**config.mk**
```make
export PLATFORM = sky130hd
export DESIGN_NAME = oled_spi_arbiter_flat
export DESIGN_NICKNAME = d
export VERILOG_FILES = /design/src/rtl/oled_pkg.sv /design/src/rtl/oled_spi_arbiter_if.sv /design/src/rtl/oled_arb_pick.sv /design/src/rtl/oled_spi_arbiter.sv /design/src/flat_wrapper.sv
export SDC_FILE = /design/constraint.sdc
export NUM_CORES = 1
export LEC_CHECK = 0
export ABC_AREA = 1
export CAP_MARGIN = 20
export CORE_UTILIZATION = 40
export DETAILED_ROUTE_END_ITERATION = 7
export HOLD_SLACK_MARGIN = 0.15
export PLACE_DENSITY_LB_ADDON = 0.25
export SYNTH_ARGS = -nofsm -noshare
export SYNTH_HDL_FRONTEND = slang
export SYNTH_SLANG_ARGS = --single-unit
```
**constraint.sdc**
```tcl
create_clock -name CLK -period 3.56 [get_ports CLK]
set_input_delay 0.534 -clock CLK [delete_from_list [all_inputs] [get_ports CLK]]
set_output_delay 0.534 -clock CLK [all_outputs]
set_load 0.03 [all_outputs]
```
**src/rtl/oled_pkg.sv**
```systemverilog
// Shared definitions for the OLED SPI arbiter: state encoding, port indices,
// default timeout and the latched byte payload.
package oled_pkg;

    typedef enum logic [1:0] {
        ST_IDLE  = 2'd0,
        ST_SEND  = 2'd1,
        ST_CLEAR = 2'd2
    } arb_state_e;

    localparam int unsigned PORT0               = 0;
    localparam int unsigned PORT1               = 1;
    localparam int unsigned DATA_W              = 8;
    localparam int unsigned DEFAULT_TIMEOUT_CYC = 4096;

    typedef struct packed {
        logic [DATA_W-1:0] dat;
        logic              dc;
    } oled_byte_t;

endpackage

```
**src/rtl/oled_spi_arbiter_if.sv**
```systemverilog
// Requester handshakes and shared SPI byte-engine connection of the arbiter.
interface oled_spi_arbiter_if;
    import oled_pkg::*;

    logic              REQ0;
    logic              REQ1;
    logic [DATA_W-1:0] DAT0;
    logic [DATA_W-1:0] DAT1;
    logic              DC0;
    logic              DC1;
    logic              LOCK0;
    logic              LOCK1;
    logic              ACK0;
    logic              ACK1;
    logic              GNT0;
    logic              GNT1;
    logic              SPI_EN;
    logic [DATA_W-1:0] SPI_DATA;
    logic              SPI_FIN;
    logic              DC;
    logic              BUSY;
    logic              ERR;

    modport slave (
        input  REQ0, REQ1, DAT0, DAT1, DC0, DC1, LOCK0, LOCK1, SPI_FIN,
        output ACK0, ACK1, GNT0, GNT1, SPI_EN, SPI_DATA, DC, BUSY, ERR
    );

    modport master (
        output REQ0, REQ1, DAT0, DAT1, DC0, DC1, LOCK0, LOCK1, SPI_FIN,
        input  ACK0, ACK1, GNT0, GNT1, SPI_EN, SPI_DATA, DC, BUSY, ERR
    );

endinterface

```
**src/rtl/oled_arb_pick.sv**
```systemverilog
// Combinational winner select between the two requesters (1 = port 1).
// OLED_ARB_RR_EN selects round-robin on contention; otherwise port 0 always wins.
module oled_arb_pick
    import oled_pkg::*;
(
    input  logic req0_i,
    input  logic req1_i,
`ifdef OLED_ARB_RR_EN
    input  logic last_i,
`endif
    output logic win_o_c
);

`ifdef OLED_ARB_RR_EN
    // On contention serve whoever was not served last.
    always_comb begin
        win_o_c = 1'(PORT0);
        if (req0_i && req1_i) begin
            win_o_c = ~last_i;
        end else if (req1_i) begin
            win_o_c = 1'(PORT1);
        end
    end
`else
    always_comb begin
        win_o_c = 1'(PORT0);
        if (!req0_i && req1_i) begin
            win_o_c = 1'(PORT1);
        end
    end
`endif

endmodule

```
**src/rtl/oled_spi_arbiter.sv**
```systemverilog
// Two-port arbiter sequencing a shared external SPI byte engine for an OLED.
// Optional OLED_ARB_RR_EN: round-robin instead of fixed priority to port 0.
module oled_spi_arbiter
    import oled_pkg::*;
#(
    parameter int unsigned TIMEOUT_CYC = DEFAULT_TIMEOUT_CYC
) (
    input  logic              CLK,
    input  logic              RST,
    oled_spi_arbiter_if.slave bus
);

    localparam int unsigned CNT_W = (TIMEOUT_CYC > 1) ? $clog2(TIMEOUT_CYC) : 1;
    localparam logic [CNT_W-1:0] CNT_LAST = CNT_W'(TIMEOUT_CYC - 1);

    arb_state_e       state_q;
    logic             owner_q;
    logic [CNT_W-1:0] cnt_q;
    logic             lock_brk_q;
    logic             spi_en_q;
    oled_byte_t       data_q;
    logic             gnt0_q;
    logic             gnt1_q;
    logic             ack0_q;
    logic             ack1_q;
    logic             busy_q;
    logic             err_q;

    oled_byte_t byte0_c;
    oled_byte_t byte1_c;
    oled_byte_t win_byte_c;
    oled_byte_t own_byte_c;
    logic       win_c;
    logic       own_req_c;
    logic       own_lock_c;

    assign byte0_c    = '{dat: bus.DAT0, dc: bus.DC0};
    assign byte1_c    = '{dat: bus.DAT1, dc: bus.DC1};
    assign win_byte_c = (win_c == 1'(PORT1)) ? byte1_c : byte0_c;
    assign own_byte_c = (owner_q == 1'(PORT1)) ? byte1_c : byte0_c;
    assign own_req_c  = (owner_q == 1'(PORT1)) ? bus.REQ1 : bus.REQ0;
    assign own_lock_c = (owner_q == 1'(PORT1)) ? bus.LOCK1 : bus.LOCK0;

`ifdef OLED_ARB_RR_EN
    logic last_q;

    oled_arb_pick u_pick (
        .req0_i  (bus.REQ0),
        .req1_i  (bus.REQ1),
        .last_i  (last_q),
        .win_o_c (win_c)
    );

    always_ff @(posedge CLK) begin
        if (RST) begin
            last_q <= 1'(PORT1);
        end else if (state_q == ST_IDLE && (bus.REQ0 || bus.REQ1)) begin
            last_q <= win_c;
        end
    end
`else
    oled_arb_pick u_pick (
        .req0_i  (bus.REQ0),
        .req1_i  (bus.REQ1),
        .win_o_c (win_c)
    );
`endif

    // Sequencer: IDLE -> SEND -> CLEAR -> (SEND on locked burst | IDLE).
    always_ff @(posedge CLK) begin
        if (RST) begin
            state_q    <= ST_IDLE;
            owner_q    <= 1'(PORT0);
            cnt_q      <= '0;
            lock_brk_q <= 1'b0;
            spi_en_q   <= 1'b0;
            data_q     <= '0;
            gnt0_q     <= 1'b0;
            gnt1_q     <= 1'b0;
            ack0_q     <= 1'b0;
            ack1_q     <= 1'b0;
            busy_q     <= 1'b0;
            err_q      <= 1'b0;
        end else begin
            ack0_q <= 1'b0;
            ack1_q <= 1'b0;
            unique case (state_q)
                ST_IDLE: begin
                    if (bus.REQ0 || bus.REQ1) begin
                        owner_q  <= win_c;
                        data_q   <= win_byte_c;
                        gnt0_q   <= (win_c == 1'(PORT0));
                        gnt1_q   <= (win_c == 1'(PORT1));
                        spi_en_q <= 1'b1;
                        busy_q   <= 1'b1;
                        cnt_q    <= '0;
                        state_q  <= ST_SEND;
                    end
                end
                ST_SEND: begin
                    if (bus.SPI_FIN) begin
                        ack0_q   <= (owner_q == 1'(PORT0));
                        ack1_q   <= (owner_q == 1'(PORT1));
                        spi_en_q <= 1'b0;
                        cnt_q    <= '0;
                        state_q  <= ST_CLEAR;
                    end else if (cnt_q == CNT_LAST) begin
                        // Engine hung: abort without ACK and refuse burst continuation.
                        err_q      <= 1'b1;
                        lock_brk_q <= 1'b1;
                        spi_en_q   <= 1'b0;
                        cnt_q      <= '0;
                        state_q    <= ST_CLEAR;
                    end else begin
                        cnt_q <= cnt_q + CNT_W'(1);
                    end
                end
                ST_CLEAR: begin
                    if (!bus.SPI_FIN) begin
                        lock_brk_q <= 1'b0;
                        if (!lock_brk_q && own_lock_c && own_req_c) begin
                            data_q   <= own_byte_c;
                            spi_en_q <= 1'b1;
                            cnt_q    <= '0;
                            state_q  <= ST_SEND;
                        end else begin
                            gnt0_q  <= 1'b0;
                            gnt1_q  <= 1'b0;
                            busy_q  <= 1'b0;
                            state_q <= ST_IDLE;
                        end
                    end
                end
                default: begin
                    state_q <= ST_IDLE;
                end
            endcase
        end
    end

    assign bus.SPI_EN   = spi_en_q;
    assign bus.SPI_DATA = data_q.dat;
    assign bus.DC       = data_q.dc;
    assign bus.GNT0     = gnt0_q;
    assign bus.GNT1     = gnt1_q;
    assign bus.ACK0     = ack0_q;
    assign bus.ACK1     = ack1_q;
    assign bus.BUSY     = busy_q;
    assign bus.ERR      = err_q;

endmodule

```
**src/flat_wrapper.sv**
```systemverilog
// flat-port wrapper written by rule: the top's interface ports become plain ports
module oled_spi_arbiter_flat import oled_pkg::*;
#(
    parameter int unsigned TIMEOUT_CYC = DEFAULT_TIMEOUT_CYC
)
  (CLK, RST, bus_REQ0, bus_REQ1, bus_DAT0, bus_DAT1, bus_DC0, bus_DC1, bus_LOCK0, bus_LOCK1, bus_SPI_FIN, bus_ACK0, bus_ACK1, bus_GNT0, bus_GNT1, bus_SPI_EN, bus_SPI_DATA, bus_DC, bus_BUSY, bus_ERR);
  oled_spi_arbiter_if bus_i ();
  input  logic CLK;
  input  logic RST;
  input wire logic [$bits(bus_i.REQ0)-1:0] bus_REQ0;
  input wire logic [$bits(bus_i.REQ1)-1:0] bus_REQ1;
  input wire logic [$bits(bus_i.DAT0)-1:0] bus_DAT0;
  input wire logic [$bits(bus_i.DAT1)-1:0] bus_DAT1;
  input wire logic [$bits(bus_i.DC0)-1:0] bus_DC0;
  input wire logic [$bits(bus_i.DC1)-1:0] bus_DC1;
  input wire logic [$bits(bus_i.LOCK0)-1:0] bus_LOCK0;
  input wire logic [$bits(bus_i.LOCK1)-1:0] bus_LOCK1;
  input wire logic [$bits(bus_i.SPI_FIN)-1:0] bus_SPI_FIN;
  output wire logic [$bits(bus_i.ACK0)-1:0] bus_ACK0;
  output wire logic [$bits(bus_i.ACK1)-1:0] bus_ACK1;
  output wire logic [$bits(bus_i.GNT0)-1:0] bus_GNT0;
  output wire logic [$bits(bus_i.GNT1)-1:0] bus_GNT1;
  output wire logic [$bits(bus_i.SPI_EN)-1:0] bus_SPI_EN;
  output wire logic [$bits(bus_i.SPI_DATA)-1:0] bus_SPI_DATA;
  output wire logic [$bits(bus_i.DC)-1:0] bus_DC;
  output wire logic [$bits(bus_i.BUSY)-1:0] bus_BUSY;
  output wire logic [$bits(bus_i.ERR)-1:0] bus_ERR;
  assign bus_i.REQ0 = bus_REQ0;
  assign bus_i.REQ1 = bus_REQ1;
  assign bus_i.DAT0 = bus_DAT0;
  assign bus_i.DAT1 = bus_DAT1;
  assign bus_i.DC0 = bus_DC0;
  assign bus_i.DC1 = bus_DC1;
  assign bus_i.LOCK0 = bus_LOCK0;
  assign bus_i.LOCK1 = bus_LOCK1;
  assign bus_i.SPI_FIN = bus_SPI_FIN;
  assign bus_ACK0 = bus_i.ACK0;
  assign bus_ACK1 = bus_i.ACK1;
  assign bus_GNT0 = bus_i.GNT0;
  assign bus_GNT1 = bus_i.GNT1;
  assign bus_SPI_EN = bus_i.SPI_EN;
  assign bus_SPI_DATA = bus_i.SPI_DATA;
  assign bus_DC = bus_i.DC;
  assign bus_BUSY = bus_i.BUSY;
  assign bus_ERR = bus_i.ERR;
  oled_spi_arbiter #(.TIMEOUT_CYC(TIMEOUT_CYC)) u_core (.CLK(CLK), .RST(RST), .bus(bus_i));
endmodule
```
### Word-level counts from Yosys, hierarchy flattened

Cells that the tools add are included.

| storage, ports and cells | value |
|---|---|
| register bits | 32 |
| input port bits | 25 |
| word-level logic and storage cells | 85 |
| output and inout bits | 16 |

| operators by class | value |
|---|---|
| add/subtract/negate cells | 1 |
| bitwise operators | 4 |
| reductions and logical operators | 19 |
| equal/unequal tests | 10 |
| mux-type cells | 38 |

Operators with widths:

| operator | count |
|---|---|
| 12-bit 2-to-1 mux | 5 |
| 9-bit 2-to-1 mux | 5 |
| 12-bit case mux with 3 select lines | 1 |
| 9-bit case mux with 2 select lines | 1 |
| 1-bit 2-to-1 mux | 16 |
| 4-bit AND reduction | 4 |
| 12-bit by 1-bit adder with 12-bit output, second input constant | 1 |
| 12-bit equality test, second input constant | 1 |
| 2-bit 2-to-1 mux | 4 |
| 1-bit case mux with 2 select lines | 4 |
| 2-bit by 1-bit inequality test with 1-bit output, second input constant | 3 |
| 2-bit inequality test, second input constant | 3 |
| 2-bit case mux with 3 select lines | 1 |
| 3-bit AND reduction | 2 |
| 5-bit AND reduction | 1 |
| 1-bit NOT | 4 |
| 2-bit nonzero test | 2 |
| 1-bit logical AND | 3 |
| 3-bit by 2-bit inequality test with 1-bit output, second input constant | 1 |
| 1-bit case mux with 3 select lines | 1 |
| 3-bit nonzero test | 1 |
| 3-bit OR reduction | 1 |
| 2-bit by 1-bit equality test with 1-bit output, second input constant | 1 |
| 2-bit equality test, second input constant | 1 |
| 4 further kinds | 5 |

### Logic depth before layout (Yosys ltp)

Gate-level depths: netlist (run 1).

| logic depth | value |
|---|---|
| word-level depth | 6 |
| mapped depth | 10 |
| depth with buffers taken out | 10 |

### Modules after synthesis

Synthesis (run 1) repeated with hierarchy kept, for this count alone.

| unflattened totals | value |
|---|---|
| cells, all modules | 240 |
| area total of the unflattened synthesis | 1625.3 um2 |

Modules (own cells, without submodules):

| module | instances | cells an instance | area each (um2) | sequential area each (um2) |
|---|---|---|---|---|
| oled_spi_arbiter | 1 | 238 | 1615.3 | 640.6 |
| oled_arb_pick | 1 | 2 | 10.0 | 0.0 |

### Worst setup path after synthesis (run 1)

OpenSTA, ideal clock, no wires.

| path | value |
|---|---|
| path kind | input-to-reg |
| start point | input bus_SPI_FIN |
| end point | register u_core.cnt_q[11] |
| data arrival time | 1.357 ns |
| setup slack | 2.094 ns |
| path buffers | 1 |
| stages | 9 |
| setup time | 0.110 ns |
| required time | 3.450 ns |
| path through | inv_1 -> nand3_1 -> nand2_2 -> nand3_2 -> nand2_4 -> buf_6 -> nand4_1 -> nand2_1 -> nor2_1 |

| on the way | value |
|---|---|
| cells in the longest elaborated chain, start to end | 2 |
| elaborated cells between the ends (all ways) | 4 |
| those cells by class | 1 x eq/ne; 2 x mux; 1 x reduce/logical |

RTL lines:

| item | line | RTL |
|---|---|---|
| start, declared | flat_wrapper.sv:18 | `input wire logic [$bits(bus_i.SPI_FIN)-1:0] bus_SPI_FIN;` |
| 12-bit 2-to-1 mux or 2-bit inequality test (tied branches) | n/a |  |
| 12-bit case mux with 3 select lines or 4-bit AND reduction (tied branches) | n/a |  |
| end signal, assigned | oled_spi_arbiter.sv:115 | `cnt_q <= cnt_q + CNT_W'(1);` |
| end, declared | oled_spi_arbiter.sv:18 | `logic [CNT_W-1:0] cnt_q;` |

Several ways; a longest one is shown, not always the timed one.
A chain may end at the register's enable or synchronous reset.

### Worst setup path after layout (run 1)

| path | value |
|---|---|
| start point | input bus_SPI_FIN |
| end point | register u_core.cnt_q[4] |

Same word-level chain as after synthesis.

==> run_results.csv, run 1 <==
group,metric,value,unit
sta,finalSetupTns,0,ns
floorplanning,die_w,66.3,um
placed_design,place_congestion,0.829,
worst_setup_path,crit_type,"input pin to flop",
power_and_ir_drop,switchingPower,0.339,mW
clock_network,htreeDepth,2,
grt,grtUsageTotal,0.174,
worst_setup_path,critPathArrivalTime,2.07,ns
floorplanning,initial_core_util,0.414,
drt,drtAntennaViolNets,0,
logic_synthesis,async_flop_share,0,
finish,nets,324,
drt,first_pass_iters,5,
worst_setup_path,r2r_slack,1.98,ns
power_and_ir_drop,pwr-share-clk,0.325,
sta,period_share,0.520,
floorplanning,core,4000,um2
sta,relSlewSlack,0.594,
worst_hold_path,hp-start,"u_core.bus.ERR$_SDFFE_PP0P_",
floorplanning,fp-row-count,23,
run,maxCapViolCount,0,
clock_network,postCtsSetupBuffers,0,
power_and_ir_drop,vdd_ir_drop_max,0.205,mV
logic_synthesis,syn_area,1660,um2
sta,fin_crit,1.85,ns
logic_synthesis,synth_flop_cell,"dfxtp_1",
floorplanning,die_h,66.3,um
grt,grt-ovfl-total,0,
worst_setup_path,path_cells,"clkdlybuf4s50_1 > inv_1 > nand3_1 > nand2_2 > nand3_2 > nand2_4 > a21oi_4 > nand2_1 > nor2_1",
grt,grt_max_degree,20,
drt,drt-initial-drc-count,106,
grt,grt_pass1_wl,5.73,mm
worst_setup_path,r2r_end,"u_core.cnt_q[4]$_SDFFE_PP0P_",
grt,antenna_found_initial,0,
sta,worst_slew_pin_slew,0.607,ns
finish,n_fill_cell,422,
worst_hold_path,min_path_cells,2,
worst_setup_path,reg2reg_depth,8,
logic_synthesis,avgSynthCellArea,6.47,um2
drt,wirelength,3.51,mm
drt,vias,1608,
power_and_ir_drop,swShare,0.321,
logic_synthesis,syn_inst,256,
floorplanning,io_pins,41,
finish,n_antenna_cell,0,
worst_setup_path,required,3.78,ns
sta,final_max_slew_viol_count,0,
clock_network,clkTransAtPathRegs,0.07,ns
drt,via_per_inst,4.61,
logic_synthesis,syn_nets,282,
clock_network,cts_hold_buf,0,
power_and_ir_drop,p_seq_frac,0.391,
worst_hold_path,hold_class,"flop to flop",
clock_network,cts_resized,0,
sta,grt_setup_unrepaired,"false",
power_and_ir_drop,p_leak,0.898,nW
finish,stdcell_area,2190,um2
placed_design,dp_hpwl,2.55,mm
grt,grt_pass1_vias,1335,
finish,stdcell_count,349,
power_and_ir_drop,power_density,483,nW/um2
placed_design,dpl_cell_area,2080,um2
clock_network,cts.sinks,32,
worst_setup_path,slowest_delay,0.53,ns
clock_network,numCtsBuffers,5,
placed_design,dp.cells,341,
placed_design,portBuffers,40,
worst_hold_path,holdPathEnd,"u_core.bus.ERR$_SDFFE_PP0P_",
clock_network,cts.path.max_buffers,2,
logic_synthesis,synthTopCellsByCount,"nand2_1, inv_1, nor2_1, dfxtp_1",
logic_synthesis,synth_warnings,0,
clock_network,root_buffer,"clkbuf_8",
power_and_ir_drop,power,1.06,mW
run_status,status,"complete, no violations",
power_and_ir_drop,combPwrFrac,0.284,
sta,whs,0.449,ns
logic_synthesis,synth_cell_types,21,
sta,hold_viol_final,0,
power_and_ir_drop,p_int,0.718,mW
worst_setup_path,end_kind,"flop",
sta,setup_viol,0,
logic_synthesis,ys_ff_latch,32,
logic_synthesis,synth_top_area_frac,0.387,
worst_setup_path,rr_startpoint,"u_core.cnt_q[0]$_SDFFE_PP0P_",
logic_synthesis,synth_edf_count,0,
sta,clock.fmax,541,MHz
sta,fin_skew,0.00908,ns
floorplanning,dieArea,4400,um2
clock_network,cts_tree,"built",
worst_setup_path,critPathSlowestCell,"clkdlybuf4s50_1",
drt,post_drt_wl_per_cell,10.0,um
logic_synthesis,ys_seq_area_frac,0.387,
worst_setup_path,startpoint_type,"input pin",
drt,drcViolationCount,0,
logic_synthesis,yosysMostFrequentCell,"nand2_1",
logic_synthesis,yosys.area.top_type,"dfxtp_1",
finish,drive_above_1_share,0.0535,
worst_setup_path,crit_fanout,16,
clock_network,clock_latency,0.29,ns
finish,synthToLayoutAreaGrowth,32.2,%
logic_synthesis,ys_top_cells_by_area,"dfxtp_1, nand2_1, inv_1",
==> cell type report <==
type,instances,area (um2),area share
timing repair buffer,40,400,0.183
tap,50,62.6,0.0286
clock buffer,6,72.6,0.0332
inverter,42,158,0.0720
multi-input combinational,177,820,0.374
clock inverter,2,35.0,0.0160
sequential,32,641,0.293
==> logic make-up after synthesis <==
| family | Yosys count | synth area share |
|---|---|---|
| AOI/OAI and AO/OA | 35 | 0.130 |
| adders and majority gates | 1 | 0.00756 |
| buffers and inverters | 47 | 0.118 |
| DFF | 32 | 0.387 |
| and+or+nand+nor | 141 | 0.358 |
==> worst max-delay path by stage <==
stage / start / slack, ns / end
floorplan: bus_SPI_FIN / 2.09 / u_core.cnt_q[11]$_SDFFE_PP0P_
global placement: bus_SPI_FIN / 1.40 / u_core.cnt_q[9]$_SDFFE_PP0P_
detailed placement: bus_SPI_FIN / 1.37 / u_core.cnt_q[4]$_SDFFE_PP0P_
CTS: bus_SPI_FIN / 1.69 / u_core.cnt_q[4]$_SDFFE_PP0P_
global route: bus_SPI_FIN / 1.54 / u_core.cnt_q[7]$_SDFFE_PP0P_
finish: bus_SPI_FIN / 1.71 / u_core.cnt_q[4]$_SDFFE_PP0P_
==> stage by stage <==
stage	utilization	setup slack (ns)
after floorplan	-	2.09
after global placement	0.520	1.40
after detailed placement	0.520	1.37
after CTS	0.547	1.69
after global routing	0.547	1.54
final	0.547	1.71
==> metal layers <==
metal | routed length (um) | track usage | part of all wire | up-vias
li1 | - | - | - | 880
met1 | 1680 | 0.213 | 0.48 | 685
met2 | 1520 | 0.256 | 0.43 | 37
met3 | 241 | 0.0810 | 0.069 | 6
met4 | 58 | 0.0798 | 0.017 | 0
met5 | 0 | 0 | 0 | -
==> sequential cells by signal, indices dropped and copies added (netlist names) <==
signal and cells:
u_core.bus.BUSY 1, u_core.lock_brk_q 1, u_core.bus.ACK0 1, u_core.bus.ACK1 1, u_core.bus.SPI_EN 1, u_core.bus.SPI_DATA 8
u_core.bus.GNT1 1, u_core.cnt_q 12, u_core.bus.DC 1, u_core.bus.ERR 1, u_core.state_q 2, u_core.owner_q 1
u_core.bus.GNT0 1
==> power by group through the flow <==
stage          clock network, mW  logic [mW]  registers (mW)
2_1_floorplan                  0       0.146           0.474
3_3_place_gp                   0       0.303           0.420
3_5_place_dp                   0       0.302           0.421
4_1_cts                    0.352       0.304           0.413
5_1_grt                    0.368       0.334           0.418
6_report                   0.344       0.300           0.413
==> cell usage in the layout, fill, tap and decap left out, types with 2 or more instances in the layout <==
| master | netlist | routed |
|---|---|---|
| nand2_1 | 69 | 69 |
| inv_1 | 41 | 41 |
| nor2_1 | 41 | 41 |
| clkdlybuf4s50_1 | 0 | 40 |
| dfxtp_1 | 32 | 32 |
| nand3_1 | 17 | 17 |
| a21oi_1 | 17 | 17 |
| o21ai_0 | 13 | 13 |
| nand4_1 | 8 | 8 |
| clkbuf_8 | 0 | 5 |
| nand2_2 | 2 | 2 |
| o21ai_4 | 2 | 2 |
| nor3_1 | 2 | 2 |
==> critical path, delay by kind of cell <==
kind                   cells  cell delay, ns
buffers and inverters      2            0.66
and+or+nand+nor            6            0.62
AOI/OAI and AO/OA          1            0.25
No activity file was read; power rests on OpenSTA's default activity.
==> inputs of run 2 (changes only) <==
==> constraint.sdc (replaced) <==
create_clock -name CLK -period 1.9 [get_ports CLK]
set_input_delay 0.285 -clock CLK [delete_from_list [all_inputs] [get_ports CLK]]
set_output_delay 0.285 -clock CLK [all_outputs]
set_load 0.03 [all_outputs]
==> run 2 against run 1 <==
  * Count of clock-buffer cells in the layout is 1 higher
  * Largest cell class unchanged
  * Die area stayed put
  * Sequential share of layout area is 0.31 points lower
==> run_results.csv, run 2 (synthesized netlist as in run 1, its figures left out) <==
group,metric,value,unit
clock_network,clkTransAtPathRegs,0.07,ns
finish,regMostFlops,"u_core.cnt_q",
worst_setup_path,crit_family,"buffers and inverters",
worst_setup_path,rr_startpoint,"u_core.cnt_q[0]$_SDFFE_PP0P_",
worst_setup_path,crit_buf_inv,1,
drt,topRoutingLayerUsed,"met4",
power_and_ir_drop,p_seq_frac,0.399,
drt,first_pass_iters,4,
grt,grt_pass1_vias,1386,
worst_setup_path,critPathArrivalTime,1.31,ns
finish,layout_commonest_cell,"nand2_1",
run_status,status,"complete, no violations",
worst_setup_path,slowest_delay,0.69,ns
finish,largest_reg_flops,12,
grt,grt_max_degree,20,
grt,grt_pass1_wl,5.96,mm
finish,stdcell_count,351,
drt,wl_met1,1.80,mm
power_and_ir_drop,p_leak,0.912,nW
clock_network,cts_tree,"built",
drt,drtAntennaViolNets,0,
sta,grt_setup_unrepaired,"false",
worst_setup_path,r2r_slack,0.31,ns
placed_design,portBuffers,40,
finish,n_fill_cell,404,
floorplanning,initial_core_util,0.414,
floorplanning,fp-row-count,23,
sta,setup_viol,0,
power_and_ir_drop,power,1.94,mW
finish,n_antenna_cell,0,
sta,fin_skew,0.00912,ns
worst_setup_path,crit_fanout,2,
floorplanning,io_pins,41,
drt,wirelength,3.57,mm
clock_network,cts_hold_buf,0,
run,maxCapViolCount,0,
worst_setup_path,reg2reg_depth,8,
clock_network,cts.path.max_buffers,2,
finish,final_cell_mix,"nand2_1, inv_1, nor2_1, clkdlybuf4s50_1, dfxtp_1",
clock_network,clock_latency,0.28,ns
worst_hold_path,hp-start,"u_core.bus.ERR$_SDFFE_PP0P_",
clock_network,numCtsBuffers,5,
worst_hold_path,hold_class,"flop to flop",
drt,dr_wl_met3,210,um
placed_design,place_congestion,0.845,
sta,final_max_slew_viol_count,0,
placed_design,dp_hpwl,2.69,mm
finish,drive_above_1_share,0.0631,
drt,post_drt_wl_per_cell,10.2,um
worst_setup_path,r2r_end,"u_core.cnt_q[5]$_SDFFE_PP0P_",
floorplanning,die_w,66.3,um
worst_setup_path,path_cells,"clkdlybuf4s50_1",
placed_design,dp.cells,344,
worst_setup_path,crit_type,"flop to primary output",
floorplanning,dieArea,4400,um2
grt,grt-ovfl-total,0,
clock_network,postCtsSetupBuffers,0,
sta,fin_ws,0.306,ns
clock_network,cts_resized,0,
drt,via_per_inst,4.69,
power_and_ir_drop,vdd_ir_drop_max,0.512,mV
floorplanning,core,4000,um2
worst_setup_path,critPathSlowestCell,"clkdlybuf4s50_1",
power_and_ir_drop,p_int,1.30,mW
sta,hold_viol_final,0,
worst_setup_path,required,1.62,ns
sta,fin_crit,1.59,ns
finish,nets,327,
drt,dr_wl_met2,1.51,mm
placed_design,pre_cts_ws,0.0331,ns
sta,period_share,0.839,
clock_network,htreeDepth,2,
finish,multiInputGateArea,820,um2
drt,drcViolationCount,0,
worst_setup_path,startpoint_type,"flop",
drt,drt-initial-drc-count,88,
drt,vias,1645,
power_and_ir_drop,combPwrFrac,0.307,
sta,whs,0.450,ns
sta,finalSetupTns,0,ns
sta,relSlewSlack,0.737,
clock_network,root_buffer,"clkbuf_8",
power_and_ir_drop,switchingPower,0.636,mW
power_and_ir_drop,swShare,0.328,
grt,antenna_found_initial,0,
floorplanning,die_h,66.3,um
worst_setup_path,end_kind,"primary output",
clock_network,cts.sinks,32,
finish,synthToLayoutAreaGrowth,33.6,%
finish,seq_area,641,um2
grt,grtUsageTotal,0.178,
worst_hold_path,min_path_cells,2,
power_and_ir_drop,power_density,876,nW/um2
power_and_ir_drop,pwr-share-clk,0.294,
sta,clock.fmax,627,MHz
sta,worst_slew_pin_slew,0.393,ns
worst_hold_path,holdPathEnd,"u_core.bus.ERR$_SDFFE_PP0P_",
==> run 2: cell types whose count changed in the layout (fill, tap and decap cells not counted) <==
cell / change
buf_12: +1
clkinv_2: -1
bufinv_16: -1
clkbuf_8: +2
buf_4: +2
clkbuf_1: -1
==> run 2: final cells by class <==
cell class	instances	share of cell area
multi-input cells	177	0.370
flip-flops and latches	32	0.290
repair buffers	43	0.197
inverters	42	0.0713
clock buffers	7	0.0436
well taps	50	0.0283
==> run 2: routing by layer <==
layer,GRT usage,vias to the layer above
li1,-,885
met1,0.229,707
met2,0.269,46
met3,0.0776,7
met4,0.0479,0
met5,0,-
==> run 2: worst max-delay path by stage <==
stage                     depth (start not counted)                           start                       endpoint  slack [ns]
after detailed placement                          9                     bus_SPI_FIN  u_core.cnt_q[11]$_SDFFE_PP0P_        0.03
after CTS                                         1  u_core.bus.SPI_EN$_SDFFE_PP0P_                     bus_SPI_EN        0.28
after global placement                            9                     bus_SPI_FIN   u_core.cnt_q[7]$_SDFFE_PP0P_         0.1
after global routing                              8                        bus_REQ1   u_core.cnt_q[8]$_SDFFE_PP0P_        0.14
final                                             1  u_core.bus.SPI_EN$_SDFFE_PP0P_                     bus_SPI_EN        0.31
after floorplan                                   8    u_core.cnt_q[0]$_SDFFE_PP0P_  u_core.cnt_q[11]$_SDFFE_PP0P_        0.56
==> run 2: power by group through the flow <==
stage	clock, mW	combinational [mW]	sequential (mW)
finish	0.571	0.595	0.773
global route	0.619	0.658	0.779
CTS	0.589	0.602	0.773
detailed placement	0	0.597	0.788
global placement	0	0.593	0.785
floorplan	0	0.274	0.888
==> run 2: per-stage QoR <==
step	area [um2]	utilization
5_1_grt	2210	0.553
3_5_place_dp	2120	0.529
2_1_floorplan	1660	-
6_report	2210	0.553
3_3_place_gp	2120	0.529
4_1_cts	2210	0.553
